File: src/rtl/dx_stage_control_pkg.sv
`default_nettype none
// +--------------------------------------------------------------------------+
// | dx_stage_control_pkg                                                     |
// | ISA constants, register-tag types and FSM encodings for D->X control.    |
// | Revision: 1.0                                                            |
// +--------------------------------------------------------------------------+
package dx_stage_control_pkg;

    localparam int          TAG_W        = 6;
    localparam logic [31:0] C_NOP        = 32'h0000_0000;

    localparam logic [4:0]  C_OP_RTYPE   = 5'b00000;
    localparam logic [4:0]  C_OP_BNE     = 5'b00010;
    localparam logic [4:0]  C_OP_JAL     = 5'b00011;
    localparam logic [4:0]  C_OP_JR      = 5'b00100;
    localparam logic [4:0]  C_OP_ADDI    = 5'b00101;
    localparam logic [4:0]  C_OP_BLT     = 5'b00110;
    localparam logic [4:0]  C_OP_SW      = 5'b00111;
    localparam logic [4:0]  C_OP_LW      = 5'b01000;
    localparam logic [4:0]  C_OP_SETX    = 5'b10101;
    localparam logic [4:0]  C_OP_BEX     = 5'b10110;

    localparam logic [4:0]  C_ALU_MUL    = 5'b00110;
    localparam logic [4:0]  C_ALU_DIV    = 5'b00111;

    localparam logic [4:0]  C_REG_RA     = 5'd31;
    localparam logic [4:0]  C_REG_STATUS = 5'd30;

    typedef logic [TAG_W-1:0] tag_t;

    typedef struct packed {
        tag_t src_a;
        tag_t src_b;
        tag_t dst;
    } tags_t;

    typedef enum logic [0:0] {
        ST_RUN     = 1'b0,
        ST_MD_WAIT = 1'b1
    } state_t;

    typedef enum logic [1:0] {
        X_LOAD   = 2'd0,
        X_HOLD   = 2'd1,
        X_BUBBLE = 2'd2
    } xsel_t;

    // Register index 0 maps to tag 0, which is the "no register" value.
    function automatic tag_t reg_tag(input logic [4:0] idx);
        return tag_t'({1'b0, idx});
    endfunction

    function automatic logic is_muldiv(input logic [31:0] insn);
        return (insn[31:27] == C_OP_RTYPE) &&
               ((insn[6:2] == C_ALU_MUL) || (insn[6:2] == C_ALU_DIV));
    endfunction

    function automatic logic reads_tag(input tags_t t, input tag_t tag);
        return (tag != '0) && ((t.src_a == tag) || (t.src_b == tag));
    endfunction

endpackage
`default_nettype wire

File: src/rtl/dx_stage_control_insn_reg_tags.sv
`default_nettype none
// +--------------------------------------------------------------------------+
// | insn_reg_tags                                                            |
// | Combinational decode of an instruction into source/destination tags.     |
// | Revision: 1.0                                                            |
// +--------------------------------------------------------------------------+
module insn_reg_tags
    import dx_stage_control_pkg::*;
(
    input  logic [31:12] i_insn,
    output tags_t        o_tags
);

    logic [4:0] w_op;
    logic [4:0] w_rd;
    logic [4:0] w_rs;
    logic [4:0] w_rt;

    assign w_op = i_insn[31:27];
    assign w_rd = i_insn[26:22];
    assign w_rs = i_insn[21:17];
    assign w_rt = i_insn[16:12];

    always_comb begin
        o_tags = '0;
        case (w_op)
            C_OP_RTYPE: begin
                o_tags.src_a = reg_tag(w_rs);
                o_tags.src_b = reg_tag(w_rt);
                o_tags.dst   = reg_tag(w_rd);
            end
            C_OP_ADDI, C_OP_LW: begin
                o_tags.src_a = reg_tag(w_rs);
                o_tags.dst   = reg_tag(w_rd);
            end
            // Stores and branches read the rd field as a source operand.
            C_OP_SW: begin
                o_tags.src_a = reg_tag(w_rs);
                o_tags.src_b = reg_tag(w_rd);
            end
            C_OP_BNE, C_OP_BLT: begin
                o_tags.src_a = reg_tag(w_rd);
                o_tags.src_b = reg_tag(w_rs);
            end
            C_OP_JR:   o_tags.src_a = reg_tag(w_rd);
            C_OP_JAL:  o_tags.dst   = reg_tag(C_REG_RA);
            C_OP_SETX: o_tags.dst   = reg_tag(C_REG_STATUS);
            C_OP_BEX:  o_tags.src_a = reg_tag(C_REG_STATUS);
            default:   o_tags = '0;
        endcase
    end

endmodule
`default_nettype wire

File: src/rtl/dx_stage_control.sv
`default_nettype none
// +--------------------------------------------------------------------------+
// | dx_stage_control                                                         |
// | D->X pipeline register with load-use, multdiv-wait and flush control.    |
// | Revision: 1.0                                                            |
// +--------------------------------------------------------------------------+
module dx_stage_control
    import dx_stage_control_pkg::*;
(
    input  logic             i_clock,
    input  logic             i_reset,
    input  logic [31:0]      i_insn_d,
    input  logic [31:0]      i_pc_d,
    input  logic             i_valid_d,
    input  logic             i_flush_x,
    input  logic             i_md_ready,
    output logic [31:0]      o_insn_x,
    output logic [31:0]      o_pc_x,
    output logic             o_valid_x,
    output logic [TAG_W-1:0] o_rs_x,
    output logic [TAG_W-1:0] o_rt_x,
    output logic [TAG_W-1:0] o_rd_x,
    output logic             o_stall_fd,
    output logic             o_md_start
);

    state_t      r_state;
    logic [31:0] r_insn_x;
    logic [31:0] r_pc_x;
    logic        r_valid_x;
    tags_t       r_tags;
    logic        r_md_start;

    state_t      w_state_next;
    xsel_t       w_sel;
    logic        w_stall_fd;
    logic        w_md_start_next;
    logic        w_load_use;
    tags_t       w_d_tags;
    tags_t       w_x_in_tags;
    tags_t       w_x_next_tags;
    logic [31:0] w_x_in_insn;
    logic [31:0] w_x_in_pc;
    logic        w_x_in_valid;

    insn_reg_tags u_tags_d (
        .i_insn (i_insn_d[31:12]),
        .o_tags (w_d_tags)
    );

    assign w_load_use = r_valid_x && (r_insn_x[31:27] == C_OP_LW) &&
                        (r_tags.dst != '0) && i_valid_d &&
                        reads_tag(w_d_tags, r_tags.dst);

    // Priority: reset > flush > multdiv wait > load-use > normal advance.
    always_comb begin
        w_state_next    = r_state;
        w_sel           = X_LOAD;
        w_stall_fd      = 1'b0;
        w_md_start_next = 1'b0;
        if (i_reset) begin
            w_state_next = ST_RUN;
            w_sel        = X_BUBBLE;
        end else if (i_flush_x) begin
            w_state_next = ST_RUN;
            w_sel        = X_BUBBLE;
        end else if (r_state == ST_MD_WAIT) begin
            if (i_md_ready) begin
                w_state_next = ST_RUN;
                w_sel        = X_LOAD;
            end else begin
                w_sel        = X_HOLD;
                w_stall_fd   = 1'b1;
            end
        end else if (w_load_use) begin
            w_sel      = X_BUBBLE;
            w_stall_fd = 1'b1;
        end
        if (!i_reset && (w_sel == X_LOAD) && i_valid_d && is_muldiv(i_insn_d)) begin
            w_state_next    = ST_MD_WAIT;
            w_md_start_next = 1'b1;
        end
    end

    always_comb begin
        w_x_in_insn  = C_NOP;
        w_x_in_pc    = '0;
        w_x_in_valid = 1'b0;
        case (w_sel)
            X_LOAD: begin
                w_x_in_insn  = i_insn_d;
                w_x_in_pc    = i_pc_d;
                w_x_in_valid = i_valid_d;
            end
            X_HOLD: begin
                w_x_in_insn  = r_insn_x;
                w_x_in_pc    = r_pc_x;
                w_x_in_valid = r_valid_x;
            end
            default: begin
                w_x_in_insn  = C_NOP;
                w_x_in_pc    = '0;
                w_x_in_valid = 1'b0;
            end
        endcase
    end

    insn_reg_tags u_tags_x (
        .i_insn (w_x_in_insn[31:12]),
        .o_tags (w_x_in_tags)
    );

    assign w_x_next_tags = w_x_in_valid ? w_x_in_tags : '0;

    always_ff @(posedge i_clock) begin
        if (i_reset) begin
            r_state    <= ST_RUN;
            r_insn_x   <= C_NOP;
            r_pc_x     <= '0;
            r_valid_x  <= 1'b0;
            r_tags     <= '0;
            r_md_start <= 1'b0;
        end else begin
            r_state    <= w_state_next;
            r_insn_x   <= w_x_in_insn;
            r_pc_x     <= w_x_in_pc;
            r_valid_x  <= w_x_in_valid;
            r_tags     <= w_x_next_tags;
            r_md_start <= w_md_start_next;
        end
    end

    assign o_insn_x   = r_insn_x;
    assign o_pc_x     = r_pc_x;
    assign o_valid_x  = r_valid_x;
    assign o_rs_x     = r_tags.src_a;
    assign o_rt_x     = r_tags.src_b;
    assign o_rd_x     = r_tags.dst;
    assign o_stall_fd = w_stall_fd;
    assign o_md_start = r_md_start;

endmodule
`default_nettype wire
File: config.mk
export PLATFORM = sky130hd
export DESIGN_NAME = dx_stage_control
export DESIGN_NICKNAME = d
export VERILOG_FILES = /design/src/rtl/dx_stage_control_pkg.sv /design/src/rtl/dx_stage_control_insn_reg_tags.sv /design/src/rtl/dx_stage_control.sv
export SDC_FILE = /design/constraint.sdc
export NUM_CORES = 1
export LEC_CHECK = 0
export CORE_MARGIN = 5
export CORE_UTILIZATION = 38
export DETAILED_ROUTE_END_ITERATION = 6
export GPL_ROUTABILITY_DRIVEN = 0
export PLACE_DENSITY = 0.85
export SYNTH_ARGS = -nofsm -noshare
export SYNTH_HDL_FRONTEND = slang
export SYNTH_SLANG_ARGS = --single-unit
File: constraint.sdc
create_clock -name i_clock -period 2.5 [get_ports i_clock]
set_input_delay 0.25 -clock i_clock [delete_from_list [all_inputs] [get_ports i_clock]]
set_output_delay 0.25 -clock i_clock [all_outputs]
set_load 0.005 [all_outputs]
==> metrics.csv <==
stage;metric;value;unit
detailed_routing;vias_per_cell;6.36;
setup_path;r2r-start;o_insn_x[29]$_SDFF_PP0_;
hold_path;min_from;i_insn_d[27];
yosys;synth_area_per_cell;9.81;um^2
status;status;finished with violations;
clock_tree;cts_tree;built;
yosys;syn_inst;361;
sta;worst_slack;-445;ps
sta;rsz0062_at_grt;true;
place;dpl.hpwl;10.2;mm
yosys;ys_ff_latch;82;
die;coreArea;9150;um^2
final_layout;regArea;1650;um^2
final_layout;diodes;0;
pwr;comb_power_share;20.8;%
detailed_routing;remaining_drc_errors;24;
yosys;synth_ff_type;dfxtp_1;
sta;period_needed;2940;ps
pwr;power_density;445;nW/um^2
pwr;clkPwrFrac;34.2;%
pwr;finalPower;0.00307;W
pwr;p_leak;2.89;nW
global_route;overflow;0;
final_layout;fillers;504;
detailed_routing;dr.pass1.iters;7;
pwr;intPower;0.00221;W
die;num_rows;35;
detailed_routing;detail-route-antenna-nets;0;
clock_tree;cts.reportedPaths.clkPinSlew;110;ps
place;port_buffers;150;
global_route;grt_pass1_vias;4703;
die;die_area;11400;um^2
global_route;grt_pass1_wl;24.7;mm
sta;setup_violations;56;
yosys;ys_seq_area_share;46.3;%
setup_path;endpoint_kind;register;
die;die_w;107;um
die;start_util;38.7;%
global_route;grt_util_all_layers;27.1;%
sta;skew;21.9;ps
sta;fmax;0.340;GHz
setup_path;worstPathMaxFanout;6;
hold_path;hold_class;input pin to register;
yosys;syn-cell-area;3540;um^2
final_layout;final_common_cell;clkdlybuf4s50_1;
sta;period_share;118;%
pwr;p_sw_share;28.1;%
sta;final_hold_viol_count;0;
yosys;synth_edf_count;0;
final_layout;multi_input_area;2070;um^2
yosys;yosysWarnings;0;
detailed_routing;drt-total-wl;18.6;mm
clock_tree;clkLatencyLatePin;360;ps
sta;relSlewSlack;57.3;%
clock_tree;cts.hold.buffers_added;0;
die;pin_count;154;
clock_tree;clockBufferDepth;2;
final_layout;drive_above_1_share;37.5;%
final_layout;area_growth;94.6;%
pwr;seqPwrFrac;45.0;%
clock_tree;cts_sinks;82;
setup_path;crit_start;i_insn_d[31];
detailed_routing;dr_total_vias;4815;
final_layout;layout.nets;710;
pwr;ir_drop;621;uV
job;maxCapViolCount;0;
clock_tree;cts_buffers;9;
place;placed_area;5790;um^2
setup_path;required;2780;ps
sta;holdWs;385;ps
die;die_y;107;um
setup_path;start_kind;input pin;
final_layout;final_cell_mix;clkdlybuf4s50_1, buf_4, dfxtp_1;
detailed_routing;drtIter0Drc;714;
pwr;p_switching;0.000862;W
setup_path;crit_type;input pin to register;
final_layout;postLayoutCellArea;6890;um^2
sta;maxSlewViolCount;0;
sta;tightest_slew;633;ps
clock_tree;cts_root_buf;clkbuf_8;
yosys;synthDistinctLibCells;63;
detailed_routing;wl_per_cell;24.5;um
setup_path;critPathArrivalTime;3220;ps
clock_tree;htreeDepth;3;
final_layout;fin_util;75.3;%
place;place_ws;-915;ps
global_route;antenna_found_initial;1;
status;violations;design-rule violations, negative setup slack;
global_route;grt_max_degree;39;
yosys;async_reset_ff_share;0;%
-- power groups by stage --
| stage | clock network [W] | logic (W) | registers [W] |
|---|---|---|---|
| floorplan | 0 | 0.000147 | 0.00141 |
| CTS | 0.00105 | 0.000564 | 0.00138 |
| global route | 0.00112 | 0.000657 | 0.00139 |
| detailed placement | 0 | 0.000469 | 0.00141 |
| finish | 0.00105 | 0.000637 | 0.00138 |
| global placement | 0 | 0.000460 | 0.00140 |
-- layer usage --
metal,routed length [um],up-vias,GRT usage [%]
met5,13,-,0
met4,1210,2,10.6
met3,1830,139,6.07
met2,8690,421,46.3
met1,6810,2305,33.1
li1,-,1948,-
-- Yosys cell counts (all sizes together), types with 5 or more instances --
cell    instances  share of area, %
buf            18               3.4
a222oi          6               1.7
a22o           56                14
a22oi           6               2.0
nor4            5               1.1
dfxtp          82                46
o21ai          19               2.7
nor2           23               2.4
and3            8               1.4
nand2          20               2.1
nand3          13               1.8
a21oi          15               2.1
nor3            5               1.2
inv             9              0.95
clkbuf          9              0.95
-- metrics by stage --
stage	cells	TNS, ps
floorplan	363	-2360
global placement	691	-46730
detailed placement	691	-53050
CTS	742	-5910
global route	757	-9700
finish	757	-8470
-- flip-flops by register name (all words and copies together), names as in the netlist --
name	cells
o_insn_x	32
o_md_start	1
o_pc_x	32
o_rd_x	5
o_rs_x	5
o_rt_x	5
o_valid_x	1
r_state	1
-- path summary, 6_finish.rpt --
check	slack [ps]	end	cells after the start
setup reg to reg	-380	o_rs_x[4]$_SDFF_PP0_	13
setup / recovery	-440	o_rs_x[1]$_SDFF_PP0_	15
hold / removal	390	o_insn_x[27]$_SDFF_PP0_	4
hold reg to reg	490	o_insn_x[2]$_SDFFE_PP0P_	1
-- kinds of logic after synthesis --
| logic type | after synthesis | share of synthesized area, % |
|---|---|---|
| buffers and inverters | 36 | 5.33 |
| flip-flops | 82 | 46.3 |
| AND/OR/NAND/NOR | 108 | 17.8 |
| XOR/XNOR | 3 | 0.742 |
| multiplexers | 1 | 0.283 |
| other | 1 | 0.106 |
| AO/OA/AOI/OAI | 130 | 29.4 |
-- layout make-up --
cell class / instances / area share, %
flip-flops and latches: 82 / 23.9
clock buffers: 9 / 1.80
inverters: 9 / 0.490
clock inverters: 7 / 1.20
multi-input cells: 245 / 30.0
repair buffers: 294 / 40.6
well taps: 111 / 2.01
-- worst max-delay path: stages --
cell and delay [ps]:
buf_6 100, buf_6 120, buf_6 110, nor4b_4 420
a32oi_2 150, a21oi_2 220, nor4_4 50, buf_4 130
buf_4 130, a41o_1 260, buf_4 160, o31ai_4 290
nand2_1 150, or4b_4 540, o211ai_1 130
-- timing repair --
| action | CTS | global route |
|---|---|---|
| hold endpoints to repair | 0 | 0 |
| cloned | 5 | 4 |
| setup endpoints to repair | 74 | 77 |
| buffers inserted | 32 | 20 |
| pin swaps | 36 | 56 |
| resized for setup | 79 | 66 |
Power figures use the tool's default switching activity.
